**src/rtl/chaotic_iter_ctrl.sv**
```systemverilog
// chaotic_iter_ctrl: seeds and iterates the 3-D chaotic equation block, discards the transient and streams samples; optional WAIT watchdog under CHAOS_ITER_TIMEOUT_EN
module chaotic_iter_ctrl #(
  parameter int DATA_WIDTH     = 64,
  parameter int CNT_WIDTH      = 32,
  parameter int TIMEOUT_CYCLES = 1024
) (
  input  logic                  clk,
  input  logic                  rst_n,
  input  logic                  i_start,
  input  logic                  i_stop,
  input  logic [DATA_WIDTH-1:0] i_x0,
  input  logic [DATA_WIDTH-1:0] i_y0,
  input  logic [DATA_WIDTH-1:0] i_z0,
  input  logic [CNT_WIDTH-1:0]  i_discard,
  input  logic [CNT_WIDTH-1:0]  i_num_samples,
  input  logic                  i_eq_busy,
  output logic                  o_n_valid,
  output logic [DATA_WIDTH-1:0] o_xn,
  output logic [DATA_WIDTH-1:0] o_yn,
  output logic [DATA_WIDTH-1:0] o_zn,
  input  logic                  i_n1_valid,
  input  logic [DATA_WIDTH-1:0] i_xn1,
  input  logic [DATA_WIDTH-1:0] i_yn1,
  input  logic [DATA_WIDTH-1:0] i_zn1,
  output logic                  o_out_valid,
  input  logic                  i_out_ready,
  output logic [DATA_WIDTH-1:0] o_out_x,
  output logic [DATA_WIDTH-1:0] o_out_y,
  output logic [DATA_WIDTH-1:0] o_out_z,
  output logic                  o_running,
  output logic                  o_done,
  output logic                  o_timeout_err
);
  typedef enum logic [1:0] {S_IDLE, S_ISSUE, S_WAIT, S_OUT} state_t;
  state_t r_state, w_next;
  logic                 r_stop_pend;
  logic [CNT_WIDTH-1:0] r_discard, r_num, r_iter_cnt, r_sample_cnt;
  logic [CNT_WIDTH:0]   w_sample_inc;
  logic                 w_in_transient, w_last, w_timeout;
  assign w_in_transient = r_iter_cnt < r_discard;
  assign w_sample_inc   = {1'b0, r_sample_cnt} + 1'b1;
  assign w_last         = r_stop_pend || (r_num != '0 && w_sample_inc == {1'b0, r_num});
  assign o_running      = r_state != S_IDLE;
`ifdef CHAOS_ITER_TIMEOUT_EN
  localparam int WDW = $clog2(TIMEOUT_CYCLES + 1);
  localparam logic [WDW-1:0] WD_LAST = WDW'(TIMEOUT_CYCLES - 1);
  logic [WDW-1:0] r_wd_cnt;
  assign w_timeout = r_state == S_WAIT && !i_n1_valid && r_wd_cnt == WD_LAST;
  // Watchdog: counts cycles spent in WAIT; error is sticky until the next accepted start
  always_ff @(posedge clk or negedge rst_n) begin
    if (!rst_n) begin
      r_wd_cnt      <= '0;
      o_timeout_err <= 1'b0;
    end else begin
      r_wd_cnt      <= r_state == S_WAIT ? r_wd_cnt + 1'b1 : '0;
      o_timeout_err <= w_timeout ? 1'b1 : (r_state == S_IDLE && i_start) ? 1'b0 : o_timeout_err;
    end
  end
`else
  assign w_timeout     = 1'b0;
  assign o_timeout_err = 1'b0;
`endif
  // State register
  always_ff @(posedge clk or negedge rst_n) begin
    if (!rst_n) r_state <= S_IDLE;
    else        r_state <= w_next;
  end
  // Next-state: stop_pend is only consulted at the ISSUE and OUT decision points
  always_comb begin
    w_next = r_state;
    case (r_state)
      S_IDLE:  w_next = i_start ? S_ISSUE : S_IDLE;
      S_ISSUE: w_next = r_stop_pend ? S_IDLE : i_eq_busy ? S_ISSUE : S_WAIT;
      S_WAIT:  w_next = w_timeout ? S_IDLE : !i_n1_valid ? S_WAIT : w_in_transient ? S_ISSUE : S_OUT;
      S_OUT:   w_next = !i_out_ready ? S_OUT : w_last ? S_IDLE : S_ISSUE;
      default: w_next = S_IDLE;
    endcase
  end
  // Datapath: seeding, result capture/feedback, saturating counters, strobes
  always_ff @(posedge clk or negedge rst_n) begin
    if (!rst_n) begin
      o_n_valid    <= 1'b0;
      o_done       <= 1'b0;
      o_out_valid  <= 1'b0;
      r_stop_pend  <= 1'b0;
      r_discard    <= '0;
      r_num        <= '0;
      r_iter_cnt   <= '0;
      r_sample_cnt <= '0;
      o_xn         <= '0;
      o_yn         <= '0;
      o_zn         <= '0;
      o_out_x      <= '0;
      o_out_y      <= '0;
      o_out_z      <= '0;
    end else begin
      o_n_valid   <= r_state == S_ISSUE && !r_stop_pend && !i_eq_busy;
      o_done      <= r_state != S_IDLE && w_next == S_IDLE;
      r_stop_pend <= w_next != S_IDLE && (r_stop_pend || i_stop);
      if (r_state == S_IDLE && i_start) begin
        o_xn         <= i_x0;
        o_yn         <= i_y0;
        o_zn         <= i_z0;
        r_discard    <= i_discard;
        r_num        <= i_num_samples;
        r_iter_cnt   <= '0;
        r_sample_cnt <= '0;
      end
      if (r_state == S_WAIT && i_n1_valid) begin
        o_xn        <= i_xn1;
        o_yn        <= i_yn1;
        o_zn        <= i_zn1;
        o_out_x     <= i_xn1;
        o_out_y     <= i_yn1;
        o_out_z     <= i_zn1;
        r_iter_cnt  <= &r_iter_cnt ? r_iter_cnt : r_iter_cnt + 1'b1;
        o_out_valid <= !w_in_transient;
      end
      if (r_state == S_OUT && i_out_ready) begin
        o_out_valid  <= 1'b0;
        r_sample_cnt <= &r_sample_cnt ? r_sample_cnt : r_sample_cnt + 1'b1;
      end
    end
  end
endmodule
```
**config.mk**
```make
export PLATFORM = sky130hd
export DESIGN_NAME = chaotic_iter_ctrl
export DESIGN_NICKNAME = d
export VERILOG_FILES = /design/src/rtl/chaotic_iter_ctrl.sv
export SDC_FILE = /design/constraint.sdc
export NUM_CORES = 1
export LEC_CHECK = 0
export BUFFER_PORTS_ARGS = -buffer_cell sky130_fd_sc_hd__buf_2
export CAP_MARGIN = 30
export CORE_AREA = 2 2 326 328
export CTS_CLUSTER_DIAMETER = 30
export DETAILED_ROUTE_END_ITERATION = 10
export DIE_AREA = 0 0 328 330
export PLACE_DENSITY_LB_ADDON = 0.15
export REMOVE_ABC_BUFFERS = 1
export SKIP_LAST_GASP = 1
export SLEW_MARGIN = 30
export SYNTH_ARGS = -nofsm -noshare
export SYNTH_HDL_FRONTEND = slang
export SYNTH_SLANG_ARGS = --single-unit
```
**constraint.sdc**
```tcl
create_clock -name clk -period 3.1 [get_ports clk]
set_clock_uncertainty 0.15 [all_clocks]
set_input_delay 0 -clock clk [delete_from_list [all_inputs] [get_ports clk]]
set_output_delay 0 -clock clk [all_outputs]
set_load 0.01 [all_outputs]
```
==> results.ini, run 1 <==
[outcome]
outcome=stopped before the end
stop_stage=clock tree synthesis
stop_error=[ERROR RSZ-0060] Max buffer count reached.

[synth]
ys_warn_count=0
synth_seq_area_share=0.563
synthFlopType=dfrtp_1
synth_cell_type_count=73
async_reset_ff_frac=1.00
ys_seq_elements=518
synth_area_sq_um=23000
synth_edf_count=0
synth.avg_cell_area_sq_um=9.71
synthCells=2369

[die]
num_rows=119
die_y_um=330
initial_utilization=0.220
die_w_um=328
io_pins=844

[clock_network]
cts.sinks=518
cts-root-buf=clkbuf_16
htreeDepth=4
post_cts_buffers=0
postCtsResizedCells=0
tritoncts.num_buffers=156
cts_max_path_buffers=3
postCtsHoldBufs=964

[placement]
pre_cts_slack_ps=102
gp_congestion=0.891
dp_hpwl_mm=75.6
port_buffers=842

[Yosys cell counts, drive strengths merged, types with 2 or more instances]
master	n	area, sq um
o31ai	19	143
a31oi	6	37.5
nor2b	5	38.8
xor2	18	158
nand2	761	2860
nand2b	3	18.8
o2bb2ai	2	17.5
o41ai	7	68.8
nor4b	2	17.5
o21a	2	15.0
o211ai	2	15.0
nor3	24	125
nand4	26	190
and2	11	68.8
a2111oi	3	32.5
buf	38	178
nand4b	2	17.5
o2111ai	2	17.5
and4	12	108
inv	40	150
nor4	21	146
dfrtp	518	13000
xnor2	38	333
o31a	3	26.3
o311ai	3	33.8
nor3b	5	37.5
or4b	2	20.0
nand3	33	165
mux2	3	33.8
o21ai	290	1450
a211o	3	26.3
a21oi	32	160
mux2i	198	1980
a211oi	6	50.1
ha	33	413
clkbuf	97	367
or3	14	92.6
and3	17	106
nor2	52	195
[kinds of logic after synthesis]
group,Yosys count,synth area share
AND/OR/NAND/NOR,993,0.184
XOR/XNOR,56,0.0213
adder cells (fa/ha/maj),33,0.0179
other,1,0.000163
buffers and inverters,175,0.0302
flip-flops,518,0.563
AO/OA/AOI/OAI,392,0.0957
multiplexers,201,0.0876
[per-stage QoR]
step                area [sq um]  setup TNS (ps)  std cells
floorplan                  22500        -3759070       2234
global placement           29000               0       4524
detailed placement         29000               0       4524
==> run 2, diff against run 1 <==
--- a/config.mk
+++ b/config.mk
@@ -7,10 +7,9 @@
 export LEC_CHECK = 0
 export BUFFER_PORTS_ARGS = -buffer_cell sky130_fd_sc_hd__buf_2
 export CAP_MARGIN = 30
-export CORE_AREA = 2 2 326 328
-export CTS_CLUSTER_DIAMETER = 30
+export CORE_AREA = 2 2 325 327
 export DETAILED_ROUTE_END_ITERATION = 10
-export DIE_AREA = 0 0 328 330
+export DIE_AREA = 0 0 327 329
 export PLACE_DENSITY_LB_ADDON = 0.15
 export REMOVE_ABC_BUFFERS = 1
 export SKIP_LAST_GASP = 1
==> run 2 against run 1 <==
Compared with the run above: the flow now finishes without violations; synthesized cell count unchanged; synthesized area did not move.
==> results.ini, run 2 <==
[outcome]
outcome=complete, no violations

[synth]
synthAdderAreaFrac=0.0179  ; unchanged
ys_top_cells_by_area=dfrtp_1 56%, nand2_1 12%, mux2i_1 8.6%, o21ai_0 6.3%, ha_1 1.8%
synth_seq_area_share=0.563  ; unchanged
synthTopCellsByCount=761 x nand2_1, 518 x dfrtp_1, 289 x o21ai_0, 198 x mux2i_1, 95 x clkbuf_1
ys_seq_elements=518  ; unchanged
yosysTopAreaCell=dfrtp_1
synth_compound_area_frac=0.0957  ; unchanged
synth_top_family_by_area=simple AND/OR/NAND/NOR gates
synthMuxAreaShare=0.0876  ; unchanged
synthFlopType=dfrtp_1
synth_area_sq_um=23000  ; unchanged
synth_xor_xnor_area_share=0.0213  ; unchanged
synth-simple-area-share=0.184  ; unchanged
synth_top_area_frac=0.563  ; unchanged
synth_edf_count=0  ; unchanged
async_reset_ff_frac=1.00  ; unchanged
synth_cell_type_count=73  ; unchanged
synthCells=2369  ; unchanged
yosysMostFrequentCell=nand2_1
synth.avg_cell_area_sq_um=9.71  ; unchanged
ys_warn_count=0  ; unchanged

[clock_network]
cts_tree=yes
clk-insertion-delay-late_ps=620
path_clk_slew_ps=60
cts-root-buf=clkbuf_16
cts.sinks=518  ; unchanged
tritoncts.num_buffers=67  ; -57%
post_cts_buffers=0  ; unchanged
htreeDepth=3  ; -1
cts_max_path_buffers=3  ; unchanged

[global_routing]
gr-max-usage-layer=met2
antenna_found_initial=20
gr-total-overflow=0
met1_usage=0.224
grt_pass1_wl_mm=156
grt_usage=0.190
use_met3=0.0500
grt_pass1_vias=24868
grt_max_degree=141
grtUsageMet2=0.316

[critical_path]
worstReg2RegStart=r_state[0]
regToRegSetupSlack_ps=180
critPathArrivalTime_ps=3290
cp-end-kind=flop
worstSetupPathType=reg2reg
r2r-end=o_yn[39]
crit_path_end=o_yn[39]
startpoint=r_state[0]
r2r_cells=7
crit_fanout=29
start_kind=flop
crit_required_ps=3470

[timing]
hold_viol_final=0
drv_slew=0
max_slew_margin=0.439
fmax_mhz=343
finalCritPeriodShare=0.942
setup_viol=0
worst_pin_slew_ps=841
rsz0062_at_grt=false
hold_slack_ps=45.5
timing.final.crit_period_ps=2920

[placement]
placed_cell_area_sq_um=29200  ; +0.52%
port_buffers=842  ; unchanged
dp_hpwl_mm=76.1  ; +0.57%
gp_congestion=0.845  ; -5.2%

[die]
initial_utilization=0.220  ; +0.000627
num_rows=119  ; unchanged
die_w_um=327  ; -0.30%
core_sq_um=104000
dieArea_sq_um=108000
io_pins=844  ; unchanged
die_y_um=329  ; -0.30%

[drt]
wirelength_mm=105
drt_iter0_drc=1160
post-route-drc-count=0
ant_nets=0
firstDrtPassIters=5
wire_per_inst_um=19.4
vias_per_cell=4.35
num_vias=23576

[min_path]
hp-class=in2async

[job]
drv_cap=0

[power]
p_leak_nw=19.6
ir_drop_mv=0.422
p_per_area_nw_per_um2=808

[final_layout]
nNetsFinal=4462
most-common-layout-cells=841 x buf_2, 761 x dlygate4sd3_1, 760 x nand2_1
area_growth_pct=69.4
drive_gt1_frac=0.255
final_util=0.373
layout_commonest_cell=buf_2
final_cell_area_sq_um=39000

## run 2: cell counts after synthesis
No cell type changed its count.
## run 2: logic make-up (layout without fill, tap and decap cells)
| family | Yosys count | after routing |
|---|---|---|
| buf+inv | 175 | 1828 |
| xor+xnor | 56 | 56 |
| mux | 201 | 201 |
| other cells | 1 | 14 |
| simple gates | 993 | 993 |
| fa+ha+maj | 33 | 33 |
| compound gates | 392 | 392 |
| flops | 518 | 518 |
## run 2: per-layer routing
layer,part of all wire,vias up
met3,0.062,244
met2,0.48,700
met5,0.00083,-
li1,-,11251
met1,0.40,11367
met4,0.057,14
## run 2: how the worst min path moves through the flow
stage	endpoint	slack, ps	cells after the start
after floorplan	o_done	-450	0
after global placement	r_discard[7]	-60	1
after detailed placement	r_discard[7]	-60	1
after CTS	o_yn[15]	0.9	4
after global routing	o_yn[6]	30	4
final	o_yn[36]	50	3
## run 2: area by class of cell
type | instances | area, sq um
Tap cell | 1391 | 1740
Sequential cell | 518 | 13000
Inverter | 40 | 150
Multi-Input combinational cell | 1676 | 9370
Timing Repair Buffer | 1671 | 12600
Clock buffer | 98 | 1920
Clock inverter | 19 | 213
Antenna cell | 13 | 32.5
Fill cell | 10628 | 65400
## run 2: critical path, cell delays in order (launching register included)
cell and delay (ps):
dfrtp_1 450, nor2_1 140, nand2_4 190, buf_4 350
buf_4 540, mux2i_1 270, o21ai_0 100, dlygate4sd3_1 560
## run 2: through the flow
| step | cells | setup slack (ps) | TNS [ps] | power [mW] |
|---|---|---|---|---|
| 6_report | 5426 | 181 | 0 | 31.5 |
| 5_1_grt | 5420 | 20.7 | 0 | 33.5 |
| 4_1_cts | 5413 | 201 | 0 | 31.9 |
| 3_5_place_dp | 4534 | 228 | 0 | 23.0 |
| 3_3_place_gp | 4534 | 226 | 0 | 23.0 |
| 2_1_floorplan | 2234 | -10240 | -3759070 | 17.1 |
## run 2: repair_timing
action	in CTS	in global routing
endpoints found under the hold margin	967	0
hold buffers	762	0
endpoints found under the setup margin	0	3
resized for setup	0	1
## run 2: power breakdown
part           total (mW)  internal, mW  leakage [nW]  switching [mW]
clock                7.67          4.43          1.04            3.24
combinational        12.4          5.10          12.2            7.27
sequential           11.5          9.66          6.44            1.81
total                31.5          19.2          19.6            12.3
(Power assumes the default switching activity.)
==> run 3, diff against run 2 <==
==> constraint.sdc (replaced) <==
create_clock -name clk -period 3.1 [get_ports clk]
set_clock_uncertainty 0.15 [all_clocks]
set_input_delay 0.465 -clock clk [delete_from_list [all_inputs] [get_ports clk]]
set_output_delay 0.465 -clock clk [all_outputs]
set_load 0.01 [all_outputs]
==> run 3 against run 2 <==
Compared with the run above: wire length is 3.7% lower; non-clock buffer count is 304 lower; power is 0.50% lower; worst setup slack better by 100 ps; combinational power is 4% lower; critical path type unchanged.
==> results.ini, run 3 (synthesized netlist as in run 2, its figures left out) <==
[clock_network]
cts.sinks=518  ; unchanged
cts_tree=yes
path_clk_slew_ps=60  ; about the same
tritoncts.num_buffers=67  ; unchanged
cts_max_path_buffers=3  ; unchanged
post_cts_buffers=0  ; unchanged
clk-insertion-delay-late_ps=610  ; about the same
htreeDepth=3  ; unchanged
cts-root-buf=clkbuf_16

[critical_path]
slowest_delay_ps=570  ; about the same
worstPathCellList=nor2_1 > nand2_4 > buf_12 > mux2i_1 > o21ai_0 > dlygate4sd3_1
cp-end-kind=flop
crit_required_ps=3440  ; -30 ps
critPathArrivalTime_ps=3160  ; -130 ps
worst_path_max_delay_cell=dlygate4sd3_1
start_kind=flop
startpoint=r_state[0]
cp_top_family=buffers and inverters
crit_fanout=90  ; +210%
worstReg2RegStart=r_state[0]
worstSetupPathType=reg2reg
critPathBufInv=2  ; -1

[final_layout]
most-common-layout-cells=841 x buf_2, 760 x nand2_1, 518 x dfrtp_1
nNetsFinal=4158  ; -6.8%
multiInputGateArea_sq_um=9380  ; +0.11%
drive_gt1_frac=0.279  ; +0.0232
final_util=0.345  ; -0.0285
layout_commonest_cell=buf_2
area_growth_pct=56.5
num-fill-cells=10845  ; +2.0%
seq_area_sq_um=13000  ; unchanged

[drt]
wire_per_inst_um=19.8  ; +2.2%
drt_iter0_drc=1169  ; +0.78%
post-route-drc-count=0  ; unchanged
ant_nets=0  ; unchanged
firstDrtPassIters=7  ; +2
vias_per_cell=4.32  ; -0.52%
num_vias=22109  ; -6.2%
wirelength_mm=101  ; -3.7%

[placement]
port_buffers=842  ; unchanged
gp_congestion=0.840  ; -0.64%
dp_hpwl_mm=75.9  ; -0.20%

[power]
ir_drop_mv=0.576  ; +36%
p_leak_nw=18.5  ; -6.0%
p_per_area_nw_per_um2=871  ; +7.7%
power.total_mw=31.4  ; -0.50%

[die]
num_rows=119  ; unchanged
dieArea_sq_um=108000  ; unchanged
core_sq_um=104000  ; unchanged
io_pins=844  ; unchanged
initial_utilization=0.220  ; unchanged
die_w_um=327  ; unchanged
die_y_um=329  ; unchanged

[min_path]
hp-class=in2reg
min_from=i_zn1[44]

[global_routing]
grt_pass1_wl_mm=149  ; -4.2%
gr-total-overflow=0  ; unchanged
antenna_found_initial=19  ; -5.0%
grt_pass1_vias=23007  ; -7.5%
grt_max_degree=137  ; -2.8%
grt_usage=0.183  ; -0.00707

[timing]
drv_slew=0  ; unchanged
fmax_mhz=355  ; +3.7%
finalCritPeriodShare=0.908  ; -0.0332
timing.final.crit_period_ps=2820  ; -103 ps
max_slew_margin=0.377  ; -0.0630
rsz0062_at_grt=false
setup_viol=0  ; unchanged
hold_viol_final=0  ; unchanged
worst_pin_slew_ps=935  ; +94.4 ps

[job]
drv_cap=0  ; unchanged

[outcome]
outcome=complete, no violations

## run 3: cell types whose count changed in the layout (fill, tap and decap cells not counted), moves of 3 or more
cell	before	now
bufinv_16	1	5
clkbuf_1	19	10
clkbuf_8	11	14
clkinv_8	4	1
clkinvlp_4	3	0
diode_2	13	8
dlygate4sd3_1	761	458
inv_6	0	5
## run 3: through the flow
step                      hold slack (ps)  std cells  TNS [ps]  cell area (sq um)  setup WS (ps)
final                                31.2       5115         0              36000            284
after global routing                 44.4       5112         0              36000           25.9
after CTS                           0.198       5107         0              36000            262
after detailed placement              306       4534         0              29200            295
after global placement                305       4534         0              29200            342
after floorplan                      19.4       2234  -3759070              22500         -10240
## run 3: power breakdown
part           internal, mW  switching (mW)
Sequential             9.66            1.78
Clock                  4.79            3.21
Combinational          4.76            7.15
Total                  19.2            12.1
## run 3: area by class of cell
type	instances	share of cell area
timing repair buffer	1367	0.265
clock buffer	92	0.0537
antenna	8	0.000556
clock inverter	23	0.00803
sequential	518	0.360
tap	1391	0.0483
inverter	40	0.00417
multi-input combinational	1676	0.261
## run 3: worst reg2reg max path: stages, from the launching register on
cell	delay, ps
dfrtp_1	460
nor2_1	360
nand2_4	200
buf_12	230
mux2i_1	620
o21ai_0	110
dlygate4sd3_1	570
## run 3: path summary, 6_finish.rpt
check / endpoint / slack (ps) / cells past startpoint
setup / recovery: o_zn[43] / 280 / 6
hold / removal: o_out_z[44] / 30 / 3
setup reg to reg: o_zn[43] / 280 / 6
hold reg to reg: o_out_z[45] / 320 / 2
max in group asynchronous: o_yn[53] / 1620 / 4
min in group asynchronous: r_discard[30] / 320 / 2
## run 3: routing by layer
| layer | global-route usage | vias to the layer above | routed length, um |
|---|---|---|---|
| li1 | - | 10631 | - |
| met1 | 0.223 | 10556 | 41400 |
| met5 | 0 | - | 116 |
| met2 | 0.297 | 673 | 47400 |
| met4 | 0.102 | 18 | 5910 |
| met3 | 0.0471 | 231 | 6360 |
## run 3: what timing repair did
item / CTS / global route
hold buffers: 458 / 0
endpoints found under the setup margin: 0 / 1
hold endpoints to repair: 493 / 0
gates resized for setup: 0 / 2
